<file path="src/rtl/reg_bank_n_if.sv">
// rtl/reg_bank_n_if.sv - operate/read bundle for the parametrised register bank
interface reg_bank_n_if #(
    parameter int WIDTH = 8,
    parameter int AW    = 2
);
    logic             we;
    logic [2:0]       op;
    logic [AW-1:0]    waddr;
    logic [WIDTH-1:0] wdata;
    logic             sin;
    logic             snap;
    logic             restore;
    logic [AW-1:0]    raddr_a;
    logic [AW-1:0]    raddr_b;
    logic [WIDTH-1:0] rdata_a;
    logic [WIDTH-1:0] rdata_b;
    logic             cout;
    logic             err;

    modport master (
        output we, op, waddr, wdata, sin, snap, restore, raddr_a, raddr_b,
        input  rdata_a, rdata_b, cout, err
    );

    modport slave (
        input  we, op, waddr, wdata, sin, snap, restore, raddr_a, raddr_b,
        output rdata_a, rdata_b, cout, err
    );
endinterface

</file>
<file path="src/rtl/reg_bank_n.sv">
// rtl/reg_bank_n.sv - NUM_REGS x WIDTH register bank with operate port, two read ports and shadow bank
module reg_bank_n #(
    parameter int               WIDTH     = 8,
    parameter int               NUM_REGS  = 4,
    parameter int               AW        = 2,
    parameter logic [WIDTH-1:0] RESET_VAL = '0
) (
    input  logic        clk,
    input  logic        rst,
    reg_bank_n_if.slave bus
);

    typedef enum logic [2:0] {
        OP_LOAD = 3'd0,
        OP_CLR  = 3'd1,
        OP_SHL  = 3'd2,
        OP_SHR  = 3'd3,
        OP_ROL  = 3'd4,
        OP_ROR  = 3'd5,
        OP_INC  = 3'd6,
        OP_DEC  = 3'd7
    } op_e;

    logic [WIDTH-1:0] live_q   [NUM_REGS];
    logic [WIDTH-1:0] live_d   [NUM_REGS];
    logic [WIDTH-1:0] shadow_q [NUM_REGS];
    logic [WIDTH-1:0] shadow_d [NUM_REGS];
    logic             cout_q, cout_d;
    logic             err_q, err_d;

    logic             in_range;
    logic [WIDTH-1:0] cur;
    logic [WIDTH-1:0] res;
    logic             res_c;
    logic [WIDTH-1:0] rdata_a_w;
    logic [WIDTH-1:0] rdata_b_w;

    // Read muxes: addresses without a live register read as zero.
    always_comb begin
        rdata_a_w = '0;
        rdata_b_w = '0;
        for (int i = 0; i < NUM_REGS; i++) begin
            if (bus.raddr_a == AW'(i)) rdata_a_w = live_q[i];
            if (bus.raddr_b == AW'(i)) rdata_b_w = live_q[i];
        end
    end

    assign bus.rdata_a = rdata_a_w;
    assign bus.rdata_b = rdata_b_w;
    assign bus.cout    = cout_q;
    assign bus.err     = err_q;

    // Target select: range check and current value of the addressed register.
    always_comb begin
        in_range = 1'b0;
        cur      = '0;
        for (int i = 0; i < NUM_REGS; i++) begin
            if (bus.waddr == AW'(i)) begin
                in_range = 1'b1;
                cur      = live_q[i];
            end
        end
    end

    // Operation datapath: new register value and carry/shift-out.
    always_comb begin
        res   = cur;
        res_c = 1'b0;
        case (op_e'(bus.op))
            OP_LOAD: begin res = bus.wdata;                     res_c = 1'b0;         end
            OP_CLR:  begin res = '0;                            res_c = 1'b0;         end
            OP_SHL:  begin res = {cur[WIDTH-2:0], bus.sin};     res_c = cur[WIDTH-1]; end
            OP_SHR:  begin res = {bus.sin, cur[WIDTH-1:1]};     res_c = cur[0];       end
            OP_ROL:  begin res = {cur[WIDTH-2:0], cur[WIDTH-1]}; res_c = cur[WIDTH-1]; end
            OP_ROR:  begin res = {cur[0], cur[WIDTH-1:1]};      res_c = cur[0];       end
            OP_INC:  begin res = cur + WIDTH'(1);               res_c = &cur;         end
            OP_DEC:  begin res = cur - WIDTH'(1);               res_c = ~|cur;        end
            default: begin res = cur;                           res_c = 1'b0;         end
        endcase
    end

    // Next state: restore wins over any op; snap always captures pre-edge live values.
    always_comb begin
        live_d   = live_q;
        shadow_d = shadow_q;
        cout_d   = cout_q;
        err_d    = bus.we & ~in_range;
        if (bus.snap) begin
            shadow_d = live_q;
        end
        if (bus.restore) begin
            live_d = shadow_q;
        end else if (bus.we && in_range) begin
            for (int i = 0; i < NUM_REGS; i++) begin
                if (bus.waddr == AW'(i)) live_d[i] = res;
            end
            cout_d = res_c;
        end
    end

    // State registers with immediate reset.
    always_ff @(posedge clk or posedge rst) begin
        if (rst) begin
            live_q   <= '{default: RESET_VAL};
            shadow_q <= '{default: '0};
            cout_q   <= 1'b0;
            err_q    <= 1'b0;
        end else begin
            live_q   <= live_d;
            shadow_q <= shadow_d;
            cout_q   <= cout_d;
            err_q    <= err_d;
        end
    end

endmodule

</file>
<file path="src/flat_wrapper.sv">
// flat-port wrapper written by rule: the top's interface ports become plain ports
module reg_bank_n_flat 
#(
    parameter int               WIDTH     = 8,
    parameter int               NUM_REGS  = 4,
    parameter int               AW        = 2,
    parameter logic [WIDTH-1:0] RESET_VAL = '0
)
  (clk, rst, bus_we, bus_op, bus_waddr, bus_wdata, bus_sin, bus_snap, bus_restore, bus_raddr_a, bus_raddr_b, bus_rdata_a, bus_rdata_b, bus_cout, bus_err);
  reg_bank_n_if #(.WIDTH(WIDTH), .AW(AW)) bus_i ();
  input  logic clk;
  input  logic rst;
  input wire logic [$bits(bus_i.we)-1:0] bus_we;
  input wire logic [$bits(bus_i.op)-1:0] bus_op;
  input wire logic [$bits(bus_i.waddr)-1:0] bus_waddr;
  input wire logic [$bits(bus_i.wdata)-1:0] bus_wdata;
  input wire logic [$bits(bus_i.sin)-1:0] bus_sin;
  input wire logic [$bits(bus_i.snap)-1:0] bus_snap;
  input wire logic [$bits(bus_i.restore)-1:0] bus_restore;
  input wire logic [$bits(bus_i.raddr_a)-1:0] bus_raddr_a;
  input wire logic [$bits(bus_i.raddr_b)-1:0] bus_raddr_b;
  output wire logic [$bits(bus_i.rdata_a)-1:0] bus_rdata_a;
  output wire logic [$bits(bus_i.rdata_b)-1:0] bus_rdata_b;
  output wire logic [$bits(bus_i.cout)-1:0] bus_cout;
  output wire logic [$bits(bus_i.err)-1:0] bus_err;
  assign bus_i.we = bus_we;
  assign bus_i.op = bus_op;
  assign bus_i.waddr = bus_waddr;
  assign bus_i.wdata = bus_wdata;
  assign bus_i.sin = bus_sin;
  assign bus_i.snap = bus_snap;
  assign bus_i.restore = bus_restore;
  assign bus_i.raddr_a = bus_raddr_a;
  assign bus_i.raddr_b = bus_raddr_b;
  assign bus_rdata_a = bus_i.rdata_a;
  assign bus_rdata_b = bus_i.rdata_b;
  assign bus_cout = bus_i.cout;
  assign bus_err = bus_i.err;
  reg_bank_n #(.WIDTH(WIDTH), .NUM_REGS(NUM_REGS), .AW(AW), .RESET_VAL(RESET_VAL)) u_core (.clk(clk), .rst(rst), .bus(bus_i));
endmodule
</file>
<file path="config.mk">
export PLATFORM = sky130hd
export DESIGN_NAME = reg_bank_n_flat
export DESIGN_NICKNAME = d
export VERILOG_FILES = /design/src/rtl/reg_bank_n_if.sv /design/src/rtl/reg_bank_n.sv /design/src/flat_wrapper.sv
export SDC_FILE = /design/constraint.sdc
export NUM_CORES = 1
export LEC_CHECK = 0
export ABC_AREA = 1
export CORE_AREA = 2 2 108 110
export CTS_BUF_LIST = sky130_fd_sc_hd__clkbuf_4 sky130_fd_sc_hd__clkbuf_8 sky130_fd_sc_hd__clkbuf_16
export CTS_CLUSTER_SIZE = 40
export DETAILED_ROUTE_END_ITERATION = 6
export DIE_AREA = 0 0 110 112
export GPL_TIMING_DRIVEN = 1
export PLACE_DENSITY_LB_ADDON = 0.1
export SYNTH_ARGS = -nofsm -noshare
export SYNTH_HDL_FRONTEND = slang
export SYNTH_SLANG_ARGS = --single-unit
</file>
<file path="constraint.sdc">
create_clock -name clk -period 4.15 [get_ports clk]
set_clock_uncertainty 0.05 [all_clocks]
set_input_delay 0.83 -clock clk [delete_from_list [all_inputs] [get_ports clk]]
set_output_delay 0.83 -clock clk [all_outputs]
set_load 0.1 [all_outputs]
</file>
==> key figures, run 1 <==
Outcome
  – Status: completed

Clock network
  – CTS Sinks: 66
  – Number of buffers inserted by hold repair at cts: 0
  – Clock Latency Late Sink: 0.34 ns
  – Clock tree buffer depth: 2
  – PostCTS Resize Cnt: 0
  – Clock buffer count from CTS: 9
  – Postcts setup bufs: 0
  – Worst-path clk slew: 0.06 ns
  – CTS tree: yes
  – Root Buffer: clkbuf_16
  – H-tree Lvls: 3

Yosys
  – Async SR Flop Fraction: 1.00
  – Mean Syn Cell Area: 7.21 um^2
  – Mapped Cells: 573
  – Synthesized cell area: 4130 um^2
  – Post-synth cell types: 40
  – Synth Register Bits: 66
  – Leading area contributor after synthesis: dfrtp_1
  – Largest cells by area after synthesis: dfrtp_1 40%, nand2_1 11%, inv_1 9.9%, o21ai_0 7.0%, o22ai_1 6.7%
  – Post-synth EDFFs: 0
  – Seq/Total Area, Yosys: 0.400
  – Primary FF master, synth: dfrtp_1
  – Yosys top cell area share: 0.400
  – Syn_nets: 603
  – Syn. warnings: 0

Timing
  – Final setup margin: 0.666 ns
  – Final TNS setup: 0 ns
  – RSZ-0062 raised after global routing: no
  – FMAX: 287 MHz
  – Endpoints failing hold: 0
  – Worst slew pin tran: 1.02 ns
  – Final Setup Violations: 0
  – Final period utilization: 0.840
  – Min cycle time layout: 3.48 ns
  – Max_slew headroom: 0.322
  – Final Slew Violations: 0

Place
  – Gpl congestion: 0.900
  – Port bufs: 40
  – Cell count after placement: 749
  – Post-DP HPWL: 9850 um
  – DP Worst Slack: 0.354 ns

Critical path
  – Max FO, Critical Path: 11
  – WS Path Type: input pin to flop
  – Kind of end point of the critical path: flop
  – Crit path required time: 4.38 ns
  – Critical Path AT: 3.71 ns
  – Worst r2r src: u_core.live_q[25]$_DFFE_PP0P_
  – Crit start category: input pin
  – Worst R2R Setup Slack: 1.67 ns
  – R2R cell count: 16
  – Capturing point of the worst reg2reg path: u_core.live_q[6]$_DFFE_PP0P_

Die
  – Site Rows: 39
  – DIE AREA: 12300 um^2
  – Starting Density: 0.370
  – Die height: 112 um
  – CORE AREA: 11200 um^2
  – Die width: 110 um
  – Number of top-level pins: 41

Drt
  – Final wirelength: 13100 um
  – DR iter-0 viols: 252
  – DRT antenna net count: 0
  – Vias: 4018
  – DR pass1 iterations: 5
  – Routed len/inst: 17.2 um
  – Vias/cell: 5.25
  – Residual DRC: 0

Power
  – Sw Share: 0.405
  – Clock power frac: 0.295
  – Maximum VDD drop: 0.000217 V
  – Flop pwr share: 0.306
  – NetSw: 1.16 mW
  – PD cells: 552 nW/um^2
  – Logic pwr share: 0.399
  – Internal power: 1.71 mW
  – LEAKAGE: 2.50 nW

Global route
  – Vias in the first global route: 3893
  – Largest net degree at the start of global routing: 65
  – First-pass GRT wire length: 21000 um
  – Tot GR Track Use: 0.228
  – Antenna violations before repair: 0
  – Grt ovf: 0

Final layout
  – Ratio of cells with drive above 1 in the final layout: 0.124
  – Diode count: 0
  – Layout Nets: 647
  – Area Overhead vs Synth: 25.6%
  – Finished Layout Cells: 765

Run
  – Max Cap Viol: 0

Hold path
  – Hold Path End: u_core.shadow_q[29]$_DFFE_PP0P_
  – Hold Path Class: flop to flop
  – Hold Path Origin: u_core.live_q[29]$_DFFE_PP0P_
  – Worst Hold Path Cells: 2
[cells in the mapped netlist (2+ instances only)]
cell and count:
nand2_1 121, inv_1 109, dfrtp_1 66, o21ai_0 58
o22ai_1 44, nand3_1 41, a21oi_1 22, nor2_1 15
o21ai_1 14, clkbuf_1 12, o21bai_1 12, inv_2 8
ha_1 6, o21ai_2 6, o211ai_1 5, a21oi_2 3
nand2_2 3, nand3_2 3, or2_2 3, nor3_2 2
[critical path: stages]
cell	delay, ns
clkdlybuf4s50_1	0.67
nor2_2	0.38
nand2_1	0.09
o211ai_1	0.14
nand2_1	0.17
ha_1	0.39
a21oi_1	0.17
nand2_1	0.09
nand2_1	0.08
nand2_1	0.06
a21oi_1	0.16
inv_1	0.06
nand2_1	0.05
nand3_1	0.06
nand2_1	0.14
nand3_1	0.08
nand2_1	0.07
[state kept, by name (all words and copies together) (netlist names)]
| name | flops |
|---|---|
| u_core.bus.cout | 1 |
| u_core.bus.err | 1 |
| u_core.shadow_q | 32 |
| u_core.live_q | 32 |
[layout by cell type, fill, tap and decap left out, types with 2 or more instances in the layout]
| master | instances |
|---|---|
| o21ai_1 | 14 |
| nand2_2 | 3 |
| nand3_1 | 41 |
| o211ai_1 | 5 |
| nand3_2 | 3 |
| nor2_1 | 15 |
| nor3_2 | 2 |
| bufinv_16 | 2 |
| buf_4 | 9 |
| clkinv_2 | 2 |
| inv_1 | 108 |
| a21oi_1 | 22 |
| ha_1 | 6 |
| clkinvlp_4 | 2 |
| nand2_1 | 121 |
| or2_2 | 3 |
| o22ai_1 | 44 |
| inv_2 | 9 |
| buf_12 | 16 |
| o21ai_0 | 58 |
| dfrtp_1 | 66 |
| clkdlybuf4s50_1 | 23 |
| clkbuf_16 | 9 |
| a21oi_2 | 3 |
| o21ai_2 | 6 |
| o21bai_1 | 12 |
[final cells by class]
type / instances / area (um^2)
Sequential cell: 66 / 1650
Clock buffer: 10 / 239
Timing Repair Buffer: 49 / 623
Fill cell: 1133 / 5980
Inverter: 119 / 448
Tap cell: 143 / 179
Clock inverter: 6 / 88.8
Multi-Input combinational cell: 372 / 1960
[worst max path at each step]
| stage | from | to | slack, ns | depth (start not counted) |
|---|---|---|---|---|
| after CTS | bus_waddr[0] | u_core.live_q[21]$_DFFE_PP0P_ | 0.69 | 14 |
| after floorplan | bus_raddr_a[0] | bus_rdata_a[0] | 0.21 | 2 |
| after detailed placement | bus_waddr[0] | u_core.live_q[7]$_DFFE_PP0P_ | 0.35 | 16 |
| after global routing | bus_waddr[0] | u_core.live_q[30]$_DFFE_PP0P_ | 0.30 | 17 |
| after global placement | bus_waddr[0] | u_core.live_q[7]$_DFFE_PP0P_ | 0.40 | 16 |
| final | bus_waddr[0] | u_core.live_q[6]$_DFFE_PP0P_ | 0.67 | 17 |
[kinds of logic (layout without fill, tap and decap cells)]
logic type	after synthesis	count (layout)	synth area share
AOI/OAI and AO/OA	170	170	0.244
buffers and inverters	135	184	0.126
and+or+nand+nor	193	193	0.204
adders and majority gates	7	7	0.0230
xor gates and xnor gates	1	1	0.00212
other	1	1	0.000907
DFF	66	66	0.400
[power groups by stage]
stage	clock [mW]	combinational [mW]	sequential, mW
after floorplan	0	0.761	0.871
after global placement	0	1.13	0.882
after detailed placement	0	1.14	0.886
after CTS	0.856	1.15	0.874
after global routing	0.887	1.24	0.893
final	0.845	1.14	0.876
[per-layer routing]
| metal | share of wire | vias to the layer above | global-route usage |
|---|---|---|---|
| met2 | 0.45 | 131 | 0.337 |
| met1 | 0.47 | 1897 | 0.328 |
| met5 | 0 | - | 0 |
| li1 | - | 1971 | - |
| met3 | 0.056 | 19 | 0.0422 |
| met4 | 0.023 | 0 | 0.0852 |
[metrics by stage]
stage / power (mW) / hold WS [ns] / area (um^2) / util
finish: 2.86 / 0.431 / 5190 / 0.465
global route: 3.02 / 0.456 / 5190 / 0.465
CTS: 2.88 / 0.431 / 5190 / 0.465
detailed placement: 2.03 / 0.417 / 4860 / 0.435
global placement: 2.02 / 0.412 / 4860 / 0.435
floorplan: 1.63 / 0.400 / 4130 / -
No activity file was read; power rests on OpenSTA's default activity.
==> run 2, diff against run 1 <==
clock period = 2.9 ns   (was 4.15 ns; I/O delays follow)
==> key figures, run 2 (synthesis results as in run 1) <==
Drt
  – Vias/cell: 5.16
  – DRT antenna net count: 0
  – Residual DRC: 0
  – Routed len/inst: 16.9 um
  – DR iter-0 viols: 295
  – Final wirelength: 13600 um
  – Vias: 4165
  – DR pass1 iterations: 5

Die
  – DIE AREA: 12300 um^2
  – Die width: 110 um
  – Starting Density: 0.370
  – CORE AREA: 11200 um^2
  – Site Rows: 39
  – Number of top-level pins: 41
  – Die height: 112 um

Critical path
  – Critical Path AT: 2.25 ns
  – Kind of end point of the critical path: output pin
  – CP top delay family: buffers and inverters
  – Crit path required time: 2.27 ns
  – CP Depth: 4
  – CP startpoint: bus_raddr_b[0]
  – Crit start category: input pin
  – CP endpoint: bus_rdata_b[5]
  – Worst r2r src: u_core.live_q[16]$_DFFE_PP0P_
  – Capturing point of the worst reg2reg path: u_core.live_q[2]$_DFFE_PP0P_
  – R2R cell count: 10
  – Cell Chain, Critical Path: clkdlybuf4s50_1 > nand2_1 > o21ai_0 > buf_12
  – Max FO, Critical Path: 8
  – CP max stage cell: o21ai_0
  – WS Path Type: input pin to output pin
  – Worst R2R Setup Slack: 0.49 ns
  – Worst stage delay on the critical path: 0.59 ns
  – WP buf/inv: 2

Clock network
  – Worst-path clk slew: 0.06 ns
  – CTS Sinks: 66
  – H-tree Lvls: 3
  – CTS tree: yes
  – Clock Latency Late Sink: 0.33 ns
  – Clock buffer count from CTS: 9
  – Root Buffer: clkbuf_16
  – Clock tree buffer depth: 2

Place
  – Port bufs: 40
  – Cell count after placement: 789
  – Post-DP HPWL: 9970 um
  – Gpl congestion: 0.843

Power
  – Maximum VDD drop: 0.000415 V
  – Clock power frac: 0.286
  – Logic pwr share: 0.420
  – PD cells: 749 nW/um^2
  – LEAKAGE: 2.74 nW
  – Sw Share: 0.400
  – NetSw: 1.69 mW
  – Internal power: 2.54 mW
  – Flop pwr share: 0.295

Global route
  – Vias in the first global route: 4042
  – Antenna violations before repair: 0
  – Largest net degree at the start of global routing: 65
  – Grt ovf: 0
  – Tot GR Track Use: 0.234
  – First-pass GRT wire length: 21800 um

Timing
  – Hold_ws: 0.363 ns
  – Final period utilization: 0.992
  – Final TNS setup: 0 ns
  – RSZ-0062 raised after global routing: no
  – Max_slew headroom: 0.587
  – Final Slew Violations: 0
  – Min cycle time layout: 2.88 ns
  – Endpoints failing hold: 0
  – Worst slew pin tran: 0.613 ns
  – Final Setup Violations: 0
  – FMAX: 348 MHz

Final layout
  – Finished Layout Cells: 807
  – Largest registers: u_core.live_q: 32 flops, u_core.shadow_q: 32 flops
  – Layout Nets: 689
  – Commonest non-fill, non-tap cell in the layout: nand2_1
  – Ratio of cells with drive above 1 in the final layout: 0.208
  – Area Overhead vs Synth: 36.6%
  – Diode count: 0
  – Most frequent cells in the layout: 114 x nand2_1, 107 x inv_1, 66 x dfrtp_1, 58 x o21ai_0, 50 x buf_4

Outcome
  – Status: completed

Hold path
  – Hold Path Class: input pin to asynchronous set/reset pin

Run
  – Max Cap Viol: 0
## run 2: cell types whose count changed in the layout (fill, tap and decap cells not counted), sizes merged
cell | previous run | this run
clkdlybuf4s50 | 23 | 19
dlymetal6s2s | 0 | 2
buf | 26 | 70
## run 2: worst min-delay path by stage
| stage | slack (ns) | from | to | depth (start not counted) |
|---|---|---|---|---|
| 6_report | 0.36 | rst | u_core.bus.err$_DFF_PP0_ | 2 |
| 5_1_grt | 0.38 | rst | u_core.bus.err$_DFF_PP0_ | 2 |
| 4_1_cts | 0.35 | rst | u_core.bus.err$_DFF_PP0_ | 2 |
| 3_5_place_dp | 0.42 | u_core.live_q[30]$_DFFE_PP0P_ | u_core.shadow_q[30]$_DFFE_PP0P_ | 2 |
| 3_3_place_gp | 0.41 | u_core.live_q[17]$_DFFE_PP0P_ | u_core.shadow_q[17]$_DFFE_PP0P_ | 2 |
| 2_1_floorplan | 0.40 | u_core.live_q[0]$_DFFE_PP0P_ | u_core.shadow_q[0]$_DFFE_PP0P_ | 2 |
## run 2: layout make-up
class | count | area, um^2
Clock buffer | 10 | 239
Clock inverter | 6 | 88.8
Fill cell | 1089 | 5530
Inverter | 119 | 448
Multi-Input combinational cell | 372 | 2070
Sequential cell | 66 | 1650
Tap cell | 143 | 179
Timing Repair Buffer | 91 | 967
## run 2: through the flow
step / utilization / instance area [um^2] / setup slack, ns / power [mW]
detailed placement: 0.464 / 5180 / -0.387 / 2.97
global placement: 0.464 / 5180 / -0.340 / 2.96
floorplan: - / 4130 / -0.538 / 2.34
finish: 0.505 / 5650 / 0.0225 / 4.23
global route: 0.505 / 5650 / 0.0186 / 4.45
CTS: 0.495 / 5530 / 0.0176 / 4.19
## run 2: power by group through the flow
stage | logic [mW] | clock network, mW | registers, mW
after global placement | 1.71 | 0 | 1.26
after global routing | 1.92 | 1.27 | 1.27
final | 1.77 | 1.21 | 1.25
after detailed placement | 1.71 | 0 | 1.26
after floorplan | 1.09 | 0 | 1.25
after CTS | 1.73 | 1.22 | 1.25
## run 2: what timing repair did
action | 4_1_cts | 5_1_grt
pin swaps | 1 | 11
resized for setup | 2 | 23
endpoints found under the setup margin | 12 | 25
setup buffers | 1 | 1
hold buffers | 0 | 0
cloned | 0 | 0
hold endpoints to repair | 0 | 0
## run 2: per-layer routing
metal,vias to the layer above,part of all wire,global-route usage
li1,2054,-,-
met1,1967,0.47,0.341
met2,125,0.47,0.362
met3,19,0.046,0.0287
met4,0,0.017,0.0650
met5,-,0,0
## run 2: worst reg2reg max path: cells and delay by family (launching register included)
family | cells | cell delay [ns]
fa+ha+maj | 1 | 0.41
compound gates | 4 | 0.69
flops | 1 | 0.40
simple gates | 4 | 0.68
buf+inv | 1 | 0.05
